--- config.mk ---
export PLATFORM = sky130hd
export DESIGN_NAME = note_judge
export DESIGN_NICKNAME = d
export VERILOG_FILES = /design/src/rtl/note_judge.sv
export SDC_FILE = /design/constraint.sdc
export NUM_CORES = 1
export LEC_CHECK = 0
export ABC_AREA = 1
export ABC_CLOCK_PERIOD_IN_PS = 4600
export CAP_MARGIN = 20
export CORE_MARGIN = 5
export CORE_UTILIZATION = 30
export DETAILED_ROUTE_END_ITERATION = 16
export PLACE_DENSITY_LB_ADDON = 0.1
export SLEW_MARGIN = 20
export SYNTH_ARGS = -nofsm -noshare
export SYNTH_HDL_FRONTEND = slang
export SYNTH_SLANG_ARGS = --single-unit
export TNS_END_PERCENT = 30
--- constraint.sdc ---
create_clock -name clk -period 4.6 [get_ports clk]
set_clock_uncertainty 0.15 [all_clocks]
set_input_delay 0.69 -clock clk [delete_from_list [all_inputs] [get_ports clk]]
set_output_delay 0.69 -clock clk [all_outputs]
set_load 0.03 [all_outputs]
--- src/rtl/note_judge.sv ---
// Judges the hit-zone row of the falling-note matrix against synchronized key presses,
// producing per-lane hit/miss pulses plus saturating score, combo and max-combo counters.
module note_judge #(
    parameter int HIT_PTS = 10,
    parameter int SCORE_W = 16
) (
    input  logic               clk,
    input  logic               rst_n,
    input  logic               game_active,
    input  logic               row_tick,
    input  logic [3:0]         judge_row,
    input  logic [3:0]         keys,
    output logic [3:0]         hit_pulse,
    output logic [3:0]         miss_pulse,
    output logic [3:0]         lane_clear,
    output logic [SCORE_W-1:0] score,
    output logic [7:0]         combo,
    output logic [7:0]         max_combo
);

    localparam int SUM_W = SCORE_W + 8;

    typedef enum logic [1:0] {IDLE, PLAY, DONE} state_t;

    state_t             state;
    logic [3:0]         sync1, sync2, sync3, kedge;
    logic [3:0]         consumed;
    logic [3:0]         pending, hits, misses;
    logic [2:0]         hit_cnt;
    logic [SUM_W-1:0]   score_sum;
    logic [SCORE_W-1:0] score_next;
    logic [8:0]         combo_sum;
    logic [7:0]         combo_next, max_next;

    function automatic logic [2:0] popcount4(input logic [3:0] v);
        logic [2:0] cnt;
        cnt = '0;
        for (int i = 0; i < 4; i++) cnt = cnt + 3'(v[i]);
        return cnt;
    endfunction

    // NOTE: every register in a clocked block uses <= so all stages read pre-edge values;
    // with = the synchronizer would collapse into a single flop.
    always_ff @(posedge clk or negedge rst_n) begin
        if (!rst_n) begin
            sync1 <= '0;
            sync2 <= '0;
            sync3 <= '0;
            kedge <= '0;
        end else begin
            sync1 <= keys;
            sync2 <= sync1;
            sync3 <= sync2;
            kedge <= sync2 & ~sync3;
        end
    end

    // A key edge on the tick cycle still scores against the outgoing row.
    always_comb begin
        pending    = judge_row & ~consumed;
        hits       = kedge & pending;
        misses     = row_tick ? (pending & ~kedge) : 4'b0000;
        hit_cnt    = popcount4(hits);
        score_sum  = SUM_W'(score) + SUM_W'(HIT_PTS) * SUM_W'(hit_cnt);
        score_next = (|score_sum[SUM_W-1:SCORE_W]) ? {SCORE_W{1'b1}} : score_sum[SCORE_W-1:0];
        combo_sum  = {1'b0, combo} + {6'b000000, hit_cnt};
        if (|misses)
            combo_next = 8'd0;
        else if (combo_sum[8])
            combo_next = 8'hFF;
        else
            combo_next = combo_sum[7:0];
        max_next   = (combo_next > max_combo) ? combo_next : max_combo;
    end

    always_ff @(posedge clk or negedge rst_n) begin
        if (!rst_n) begin
            state      <= IDLE;
            hit_pulse  <= '0;
            miss_pulse <= '0;
            consumed   <= '0;
            score      <= '0;
            combo      <= '0;
            max_combo  <= '0;
        end else begin
            hit_pulse  <= '0;
            miss_pulse <= '0;
            case (state)
                IDLE, DONE: begin
                    if (game_active) begin
                        state     <= PLAY;
                        consumed  <= '0;
                        score     <= '0;
                        combo     <= '0;
                        max_combo <= '0;
                    end
                end
                PLAY: begin
                    // Leaving play abandons the open window: no misses, results frozen.
                    if (!game_active) begin
                        state    <= DONE;
                        consumed <= '0;
                    end else begin
                        hit_pulse  <= hits;
                        miss_pulse <= misses;
                        consumed   <= row_tick ? 4'b0000 : (consumed | hits);
                        score      <= score_next;
                        combo      <= combo_next;
                        max_combo  <= max_next;
                    end
                end
                default: state <= IDLE;
            endcase
        end
    end

    assign lane_clear = consumed;

endmodule

==> metrics.cfg, run 1 <==
[yosys]
ys_types = 37
netlist_area_um2 = 3493
dominantRegCellSynth = dfrtp_1
synth_top_family_by_area = simple AND/OR/NAND/NOR gates
yosysWarnings = 0
synth.net_count = 464
synth_area_leader_cell = dfrtp_1
synth_area_per_cell_um2 = 8.181
yosys.area_share.xor_xnor_pct = 0.5014
synth_area_leaders = dfrtp_1 44%, nand2_1 12%, ha_1 7.9%
netlist.area_leader.share_pct = 44.41
synth_edf_count = 0
synthCells = 427
yosys.area_share.adder_pct = 9.599
synthSimpleGateAreaFrac_pct = 29.12
synthMuxAreaShare_pct = 0
synth_seq_cells = 62
ys_seq_area_share_pct = 44.41
synth_compound_area_share_pct = 7.557
synthArstFlopShare_pct = 100.0
yosysMostFrequentCell = nand2_1
netlist_top_cells_count = 114 x nand2_1, 67 x inv_1, 62 x dfrtp_1

[floorplan]
die_h_um = 117.9
die_area_um2 = 13900
initial_core_util_pct = 30.59
core_um2 = 11420
rows = 39
die_x_um = 117.9
io_pins = 56

[run]
max_cap_violations = 0

[placed_design]
dpl_worst_slack_ns = -0.3548
place_congestion = 0.8546
place_area_um2 = 4342
dp_hpwl_um = 6629
portBuffers = 55

[timing]
fin_crit_sh_pct = 94.14
finalSetupViolCount = 0
hold_violations = 0
worst_slack_ns = 0.2696
fin_setup_tns_ns = 0
worst_slew_pin_slew_ns = 0.8422
maxSlewHeadroom_pct = 43.85
max_freq_mhz = 230.9
layout_min_cycle_time_ns = 4.330
drv_slew = 0

[clock_network]
numCtsBuffers = 9
cts_post_setup_buffers_inserted = 0
cts_buffer_depth = 2
hold_buffers = 0
clk_latency_ns = 0.34
h-tree-depth = 3
cts_tree = built
clock_sink_count = 62
clkTransAtPathRegs_ns = 0.06
cts-root-buf = clkbuf_16

[critical_path]
reg2reg_depth = 23
arrival_ns = 4.41
worst_path_most_repeated_cell = nand2_1
path_max_fanout = 5
r2r-end = max_combo[2]
max_stage_delay_ns = 0.46
crit_path_top_delay_cell = fa_1
end_kind = flop
cp.required_ns = 4.68
cp-start-kind = input pin
r2r_slack_ns = 0.68
critPathKind = in -> reg
r2r-start = lane_clear[1]

[routing]
wirelength_um = 9002
wl_per_cell_um = 13.70
vias_per_cell = 4.568
num_vias = 3001
drc = 0
final_antenna_net_count = 0
first_pass_iters = 4
drt_iter0_markers = 111

[layout]
syn_to_final_growth_pct = 36.28
final_area_um2 = 4761
post-route-util_pct = 41.69
fillers = 1149
nets = 546
insertedDiodeCount = 0
drive_gt1_share_pct = 17.32

[pwr]
power.leakage_nw = 2.535
total_power_mw = 1.551
ir_drop_uv = 133.7
power.density_nw_per_um2 = 325.8

[global_routing]
grt_pass1_wl_um = 15450
antenna_found_initial = 0
grt_use_total_pct = 13.69
grt_max_degree = 40
grt_overflow = 0
grt_pass1_vias = 3087

[worst_hold_path]
holdPathStages = 0
hold_class = reg -> reg
min_from = sync1[0]
holdPathEnd = sync2[0]

[run_status]
status = complete, no violations

[placed cells by master (no fill, tap or decap), drive strengths merged, types with 6 or more instances in the layout]
cell type and n:
o21ai 10, ha 22, o211ai 6, clkbuf 9
a21oi 13, dfrtp 62, nor2 43, clkdlybuf4s50 54
inv 75, nand3 48, buf 23, nand2 116
o22ai 6
[worst max-delay path by stage]
| stage | endpoint | cells past startpoint | startpoint | slack [ns] |
|---|---|---|---|---|
| after global routing | max_combo[2] | 25 | judge_row[3] | -0.008 |
| final | max_combo[2] | 25 | judge_row[3] | 0.27 |
| after CTS | max_combo[6] | 27 | judge_row[0] | 0.01 |
| after floorplan | max_combo[5] | 25 | judge_row[1] | 0.37 |
| after global placement | max_combo[7] | 26 | judge_row[0] | -0.35 |
| after detailed placement | max_combo[6] | 26 | judge_row[1] | -0.35 |
[state kept, by name, indices dropped and copies added, names as in the netlist]
signal      flops
miss_pulse      4
max_combo       8
hit_pulse       4
sync2           4
kedge           4
score          16
sync1           4
combo           8
sync3           4
state           2
lane_clear      4
[critical path, delay by kind of cell]
family / cells / cell delay, ns
and+or+nand+nor: 12 / 0.95
adders and majority gates: 5 / 1.40
buffers and inverters: 6 / 0.93
AOI/OAI and AO/OA: 2 / 0.41
[layer usage]
metal | vias to the layer above | share of wire, % | global-route usage [%]
met3 | 10 | 4.7 | 3.940
met5 | - | 0 | 0
li1 | 1537 | - | -
met1 | 1393 | 46 | 17.66
met4 | 0 | 1.3 | 4.014
met2 | 61 | 48 | 22.28
[cell families (layout without fill, tap and decap cells)]
family | after synthesis | in the layout
compound gates | 42 | 42
xor+xnor | 2 | 2
fa+ha+maj | 25 | 25
buf+inv | 77 | 164
flops | 62 | 62
simple gates | 219 | 219
[metrics by stage]
| stage | hold WS (ns) | std cells |
|---|---|---|
| 6_report | 0.1968 | 657 |
| 2_1_floorplan | 0.1812 | 427 |
| 4_1_cts | 0.1999 | 657 |
| 3_5_place_dp | 0.1862 | 641 |
| 5_1_grt | 0.2099 | 657 |
| 3_3_place_gp | 0.1836 | 641 |
[layout make-up]
| type | count | area [µm²] | area share (%) |
|---|---|---|---|
| Multi-Input combinational cell | 288 | 1725 | 36.24 |
| Clock buffer | 9 | 225.2 | 4.731 |
| Clock inverter | 7 | 102.6 | 2.155 |
| Inverter | 71 | 266.5 | 5.598 |
| Timing Repair Buffer | 77 | 710.7 | 14.93 |
| Sequential cell | 62 | 1551 | 32.59 |
| Tap cell | 143 | 178.9 | 3.758 |
[what timing repair did]
item | in CTS | in global routing
cloned | 0 | 0
endpoints found under the setup margin | 6 | 8
gates resized for setup | 1 | 27
pin swaps | 0 | 4
[power by group]
| part | internal [mW] | switching, mW | total (mW) |
|---|---|---|---|
| Combinational | 0.0812 | 0.132 | 0.213 |
| Sequential | 0.565 | 0.0144 | 0.580 |
| Clock | 0.482 | 0.277 | 0.758 |
| Total | 1.13 | 0.423 | 1.55 |
(Power assumes the default switching activity.)
==> run 2, diff against run 1 <==
--- a/config.mk
+++ b/config.mk
@@ -7,8 +7,6 @@
 export LEC_CHECK = 0
 export ABC_AREA = 1
 export ABC_CLOCK_PERIOD_IN_PS = 4600
-export CAP_MARGIN = 20
-export CORE_MARGIN = 5
 export CORE_UTILIZATION = 30
 export DETAILED_ROUTE_END_ITERATION = 16
 export PLACE_DENSITY_LB_ADDON = 0.1
==> run 2 against run 1 <==
Clock-buffer cell count up 1. Critical path depth rose by 2. Clock power decreased by 15%. Sequential power barely moved. Global-route usage grew 2.3 points. Combinational power is essentially flat. Largest power group unchanged.
==> metrics.cfg, run 2 (synthesis gave the netlist of run 1 again) <==
[critical_path]
critPathTopFamily = adder cells
r2r_slack_ns = 0.67
max_stage_delay_ns = 0.45
path_max_fanout = 7
cp.required_ns = 4.67
crit_path_top_delay_cell = clkdlybuf4s50_1
end_kind = flop
arrival_ns = 4.41
critPathKind = in -> reg
cp-start-kind = input pin
worst_path_most_repeated_cell = nand2_2
critPathBufInv = 7

[layout]
syn_to_final_growth_pct = 35.60
nets = 546
top_register = score
layout_commonest_cell = nand2_1
final_area_um2 = 4737
insertedDiodeCount = 0
mostFrequentLayoutCells = 104 x nand2_1, 64 x inv_1, 62 x dfrtp_1, 54 x clkdlybuf4s50_1
largest_reg_flops = 16
drive_gt1_share_pct = 18.29
top_regs = score x16, combo x8, max_combo x8
fillers = 1156

[placed_design]
place_congestion = 0.7745
portBuffers = 55
place_area_um2 = 4334
dpl_worst_slack_ns = -0.3762
dp_hpwl_um = 6330

[floorplan]
io_pins = 56
initial_core_util_pct = 30.73
core_um2 = 11370
rows = 39
die_area_um2 = 12080
die_x_um = 109.9
die_h_um = 109.9

[pwr]
power.density_nw_per_um2 = 304.3
ir_drop_uv = 130.1
power.leakage_nw = 2.525

[run]
max_cap_violations = 0

[clock_network]
clk_latency_ns = 0.33
clkTransAtPathRegs_ns = 0.06
cts_tree = built
cts-root-buf = clkbuf_16
clock_sink_count = 62
cts_buffer_depth = 2
h-tree-depth = 3
numCtsBuffers = 9

[routing]
drt_iter0_markers = 85
vias_per_cell = 4.466
num_vias = 2934
first_pass_iters = 4
wl_per_cell_um = 13.39
final_antenna_net_count = 0
drc = 0
wirelength_um = 8798

[global_routing]
grt_overflow = 0
grt_pass1_vias = 2886
grt.met3_usage_pct = 3.616
grt_use_met1_pct = 21.11
grt_max_degree = 35
antenna_found_initial = 0
grt_pass1_wl_um = 14320
use_met2_pct = 24.87
grt_use_total_pct = 15.94
grt.busiest_layer = met2

[timing]
drv_slew = 0
layout_min_cycle_time_ns = 4.343
fin_crit_sh_pct = 94.40
max_freq_mhz = 230.3
worst_slew_pin_slew_ns = 0.8519
finalSetupViolCount = 0
worst_slack_ns = 0.2575
maxSlewHeadroom_pct = 43.20
hold_violations = 0

[worst_hold_path]
hold_class = reg -> reg

[run_status]
status = complete, no violations

## run 2: per-stage QoR
stage | utilization (%) | hold WS [ns] | TNS [ns] | power (mW) | instances
2_1_floorplan | - | 0.1812 | 0 | 0.7063 | 427
3_3_place_gp | 38.12 | 0.1818 | -2.657 | 0.7941 | 640
3_5_place_dp | 38.12 | 0.1847 | -2.871 | 0.7943 | 640
4_1_cts | 40.68 | 0.1978 | 0 | 1.454 | 656
5_1_grt | 41.66 | 0.2069 | -0.03440 | 1.513 | 657
6_report | 41.66 | 0.1966 | 0 | 1.441 | 657
## run 2: what timing repair did
item	4_1_cts	5_1_grt
hold buffers	0	0
gates resized for setup	2	32
endpoints found under the hold margin	0	0
setup endpoints to repair	8	8
pin swaps	0	6
buffers inserted	0	1
## run 2: path summary, 6_finish.rpt
path                                from            end  cells past startpoint
hold reg to reg                 sync1[0]       sync2[0]                      0
min in group asynchronous          rst_n  miss_pulse[2]                      1
setup / recovery            judge_row[1]   max_combo[3]                     27
max in group asynchronous          rst_n       score[7]                      2
setup reg to reg           lane_clear[0]   max_combo[3]                     25
hold / removal                  sync1[0]       sync2[0]                      0
## run 2: cell type report
type | count | area, µm² | share of cell area [%]
timing repair buffer | 77 | 710.7 | 15.00
clock inverter | 6 | 46.29 | 0.9773
tap | 143 | 178.9 | 3.777
multi-input combinational | 288 | 1744 | 36.82
inverter | 71 | 266.5 | 5.626
clock buffer | 10 | 239.0 | 5.045
sequential | 62 | 1551 | 32.75
## run 2: layer usage
metal	vias to the layer above	routed length, µm
met4	0	89
li1	1531	-
met3	7	256
met1	1355	4308
met5	-	0
met2	41	4144
## run 2: report_power, final
part           internal [mW]  leakage, nW  switching (mW)  total [mW]
registers              0.565        0.827          0.0141       0.580
clock network          0.382        0.135           0.266       0.647
logic                 0.0835         1.56           0.131       0.214
==> run 3, diff against run 2 <==
--- a/config.mk
+++ b/config.mk
@@ -9,6 +9,7 @@
 export ABC_CLOCK_PERIOD_IN_PS = 4600
 export CORE_UTILIZATION = 30
 export DETAILED_ROUTE_END_ITERATION = 16
+export GPL_TIMING_DRIVEN = 0
 export PLACE_DENSITY_LB_ADDON = 0.1
 export SLEW_MARGIN = 20
 export SYNTH_ARGS = -nofsm -noshare
==> run 3 against run 2 <==
Clock power is 7.6% higher. Critical path depth grew 2. Fmax shrank 0.66%. Global-route usage shrank 0.38 points. Critical path type unchanged.
==> metrics.cfg, run 3 (synthesis gave the netlist of run 1 again) <==
[critical_path]
cp.required_ns = 4.72
critPathKind = in -> reg
end_kind = flop
arrival_ns = 4.49
max_stage_delay_ns = 0.46
crit_path_top_delay_cell = fa_1
worst_path_most_repeated_cell = nand2_1
path_max_fanout = 8
cp-start-kind = input pin

[routing]
vias_per_cell = 4.571
wirelength_um = 8663
final_antenna_net_count = 0
wl_per_cell_um = 13.37
num_vias = 2962
drt_iter0_markers = 87
first_pass_iters = 4
drc = 0

[layout]
fin_cells = 648
largest_reg_flops = 16
top_regs = score x16, combo x8, max_combo x8
post-route-util_pct = 41.61
mostFrequentLayoutCells = 104 x nand2_1, 62 x inv_1, 62 x dfrtp_1, 54 x clkdlybuf4s50_1, 35 x nand3_1
syn_to_final_growth_pct = 35.42
final_area_um2 = 4731
layout_commonest_cell = nand2_1
insertedDiodeCount = 0
top_register = score
drive_gt1_share_pct = 17.03
nets = 537

[placed_design]
portBuffers = 55
dp_cells = 626
dp_hpwl_um = 6294
place_congestion = 0.8248
place_area_um2 = 4240

[floorplan]
core_um2 = 11370
die_h_um = 109.9
initial_core_util_pct = 30.73
rows = 39
die_x_um = 109.9
die_area_um2 = 12080
io_pins = 56

[global_routing]
grt_max_degree = 41
grt_pass1_wl_um = 14120
grt_overflow = 0
antenna_found_initial = 0
grt_use_total_pct = 15.57
grt_pass1_vias = 2869

[clock_network]
numCtsBuffers = 9
clk_latency_ns = 0.33
cts_tree = built
clock_sink_count = 62
h-tree-depth = 3
cts_buffer_depth = 2
hold_buffers = 0
cts-root-buf = clkbuf_16
clkTransAtPathRegs_ns = 0.06

[timing]
layout_min_cycle_time_ns = 4.371
max_freq_mhz = 228.8
hold_violations = 0
fin_crit_sh_pct = 95.03
finalSetupViolCount = 0
worst_slew_pin_slew_ns = 0.4929
maxSlewHeadroom_pct = 67.14
drv_slew = 0
whs_ns = 0.1090

[run_status]
status = complete, no violations

[pwr]
total_power_mw = 1.491
ir_drop_uv = 125.9
power.density_nw_per_um2 = 315.1
power.leakage_nw = 2.496

[worst_hold_path]
hold_class = in -> async

[run]
max_cap_violations = 0

[run 3: changes by cell type in the layout (fill, tap and decap cells not counted), sizes merged]
cell,change
buf,-10
clkinv,-2
bufinv,+1
inv,+2
[run 3: final timing paths]
| check | start | end | slack [ns] | depth (start not counted) |
|---|---|---|---|---|
| min in group clk | sync1[2] | sync2[2] | 0.20 | 0 |
| max reg2reg | lane_clear[1] | max_combo[7] | 0.66 | 27 |
| min reg2reg | sync1[2] | sync2[2] | 0.20 | 0 |
| max | judge_row[3] | max_combo[7] | 0.23 | 29 |
| max in group asynchronous | rst_n | combo[4] | 3.66 | 2 |
| min | rst_n | score[1] | 0.11 | 1 |
[run 3: report_power, final]
part / switching (mW) / internal (mW) / leakage (nW) / total [mW]
Combinational: 0.134 / 0.0809 / 1.53 / 0.215
Sequential: 0.0143 / 0.565 / 0.827 / 0.580
Clock: 0.270 / 0.426 / 0.143 / 0.696
[run 3: critical path, delay by kind of cell]
kind	cells	cell delay, ns
fa+ha+maj	5	1.54
simple gates	16	1.32
buf+inv	7	0.80
compound gates	1	0.12
[run 3: repair_timing]
action,CTS,global route
setup endpoints to repair,8,8
hold endpoints to repair,0,0
resized for setup,7,32
setup buffers,1,5
pin swaps,1,9
[run 3: per-layer routing]
layer	global-route usage, %	wire (µm)	up-vias
li1	-	-	1513
met1	20.16	4018	1379
met2	25.85	4251	64
met4	4.000	61	0
met5	0	0	-
met3	3.794	332	6
[run 3: stage by stage]
stage	TNS (ns)	setup WS, ns
floorplan	0	0.3724
global placement	-5.980	-0.7562
detailed placement	-6.094	-0.7666
CTS	0	0.007282
global route	-0.2512	-0.03885
finish	0	0.2286
[run 3: final cells by class]
| cell class | count | area, µm² |
|---|---|---|
| Inverter | 71 | 266.5 |
| Buffer | 6 | 41.29 |
| Multi-Input combinational cell | 288 | 1774 |
| Tap cell | 143 | 178.9 |
| Sequential cell | 62 | 1551 |
| Clock inverter | 7 | 80.08 |
| Fill cell | 1150 | 6639 |
| Clock buffer | 9 | 225.2 |
| Timing Repair Buffer | 62 | 613.1 |
==> patch, RTL diff (config.mk and constraints of run 2) <==
Change the parameter `SCORE_W` from 16 to 32.
--- a/src/rtl/note_judge.sv
+++ b/src/rtl/note_judge.sv
@@ -4,3 +4,3 @@
     parameter int HIT_PTS = 10,
-    parameter int SCORE_W = 16
+    parameter int SCORE_W = 32
 ) (
Interface: changed (resized score); port bits go from 56 to 72. No check against the original RTL was run, so the function may have changed too.
==> patch against run 2 <==
  * Wire length grew 47%
  * Final cell count grew 47%
  * Via count grew 48%
  * First-iteration DRC count grew to 2.7 times the old value
  * Synthesized area grew 38%
  * Total power grew 36%
  * Clock power grew 33%
  * Worst setup slack gained 88 ps
  * Sequential cell count grew 16
  * Design area grew 36%
  * Die area grew 38%
  * Critical path type unchanged
  * Largest power group unchanged
  * Highest routed layer unchanged
==> patch: results (changes against run 2) <==
The run finished with clean final reports. The depth of the worst register-to-register path is 24 (was 25). Maximum ir drop on the vdd rail: 171.4 uV (was 130.1 uV). Post-synth top cells: nand2_1, inv_1, dfrtp_1 (unchanged). The tools report the origin of the worst min-delay path as sync1[3] (was sync1[0]). Largest cells by area after synthesis: dfrtp_1, nand2_1, inv_1 (was dfrtp_1, nand2_1, ha_1). The run gives 4336 (was 2934) as the total via count after detailed routing. The clock insertion delay at the later pin of the skew report came out at 350 ps (was 330 ps). The global placement routability congestion was 0.9338 (was 0.7745). Routed length per placed instance: 13.46 um (was 13.39 um). The critical path arrival came out at 4340 ps (was 4410 ps).

The endpoint of the most critical setup path was max_combo[3] (unchanged). The met1 routed wirelength after detailed routing came out at 6.230 mm (was 4.308 mm). The met3 track utilization from global routing was 0.03493 (was 0.03616).

Worst reg-to-reg setup slack: 740 ps (was 670 ps). Area of placed instances: 5969 um^2 (was 4334 um^2). The logs give -261.7 ps (was -376.2 ps) for the pre-CTS setup slack and 423 um (was 256 um) for the met3 layer wire length in the routed design. The number of gates resized after cts was 0 (was 2).

The run gives 79 (was 35) as the pin count of the biggest net entering global routing. Met2 wirelength from detailed routing: 6.035 mm (was 4.144 mm). The number of I/O port buffers is 71 (was 55). The run gives 0.5206 (was 0.4320) as the relative slew slack.

The family with the most delay on the worst path is adder cells (unchanged). Post-layout net count: 779 (was 546). The overall routing resource usage is 0.1735 (was 0.1594), and the distinct cell type count after synthesis is 42 (was 37). The smallest setup slack after layout came out at 345.4 ps (was 257.5 ps). Hold path endpoint: sync2[3] (was sync2[0]). The static power due to leakage was 3.298 nW (was 2.525 nW). The biggest fanout along the worst timing path works out to 4 (was 7). The ratio of cells with drive above 1 in the final layout is 0.1660 (was 0.1829). The run gives 947 (was 640) as the cell count after placement. The cell chosen for the clock root is clkbuf_16 (unchanged). The run gives 9.510 mm (was 6.330 mm) as the placed wire-length estimate. The met2 track demand over resource was 0.2932 (was 0.2487); the via count normalized by instance count was 4.503 (was 4.466). The number of violations reported at the end of detailed-routing iteration 0 was 231 (was 85). Leading registers by flop count: score x32, combo x8, max_combo x8 (was score x16, combo x8, max_combo x8). The post-synth net total was 680 (was 464); the final hold slack was 197.2 ps (was 196.6 ps). The logs give 0.4037 (was 0.4441) for the sequential area share after synthesis and 4417 (was 2886) for the number of global-route vias before repair. The met1 capacity usage during global routing is 0.2202 (was 0.2111). The post-synthesis cell count is 643 (was 427). For the total number of yosys warnings, the log shows 0 (unchanged).

Launch point of the critical path: judge_row[0] (was judge_row[1]). The global-route wire length before repair came out at 22.04 mm (was 14.32 mm).
[patch: cell types whose count changed in the layout (fill, tap and decap cells not counted), sizes merged, moves of 3 or more]
cell	before	now
a21oi	13	9
buf	23	29
bufinv	0	3
clkdlybuf4s50	54	70
dfrtp	62	78
inv	72	101
nand2	116	215
nand3	48	69
nand3b	0	4
nand4	4	13
nor2	43	79
o211ai	6	9
[patch: cell type report]
cell class,instances,area [um^2]
fillers,1638,9389
multi-input cells,453,2539
flip-flops and latches,78,1952
repair buffers,99,938.4
inverters,101,384.1
well taps,216,270.3
clock buffers,10,239.0
clock inverters,6,116.4
[patch: cells by family after synthesis]
logic type,Yosys count,share of synthesized area
AO/OA/AOI/OAI,39,0.05874
XOR/XNOR,4,0.007248
adder cells (fa/ha/maj),25,0.06936
buffers and inverters,112,0.09317
flip-flops,78,0.4037
AND/OR/NAND/NOR,385,0.3678
[patch: where the power goes]
part,internal [mW],switching (mW)
sequential,0.716,0.0258
combinational,0.127,0.233
clock,0.550,0.308
total,1.39,0.568
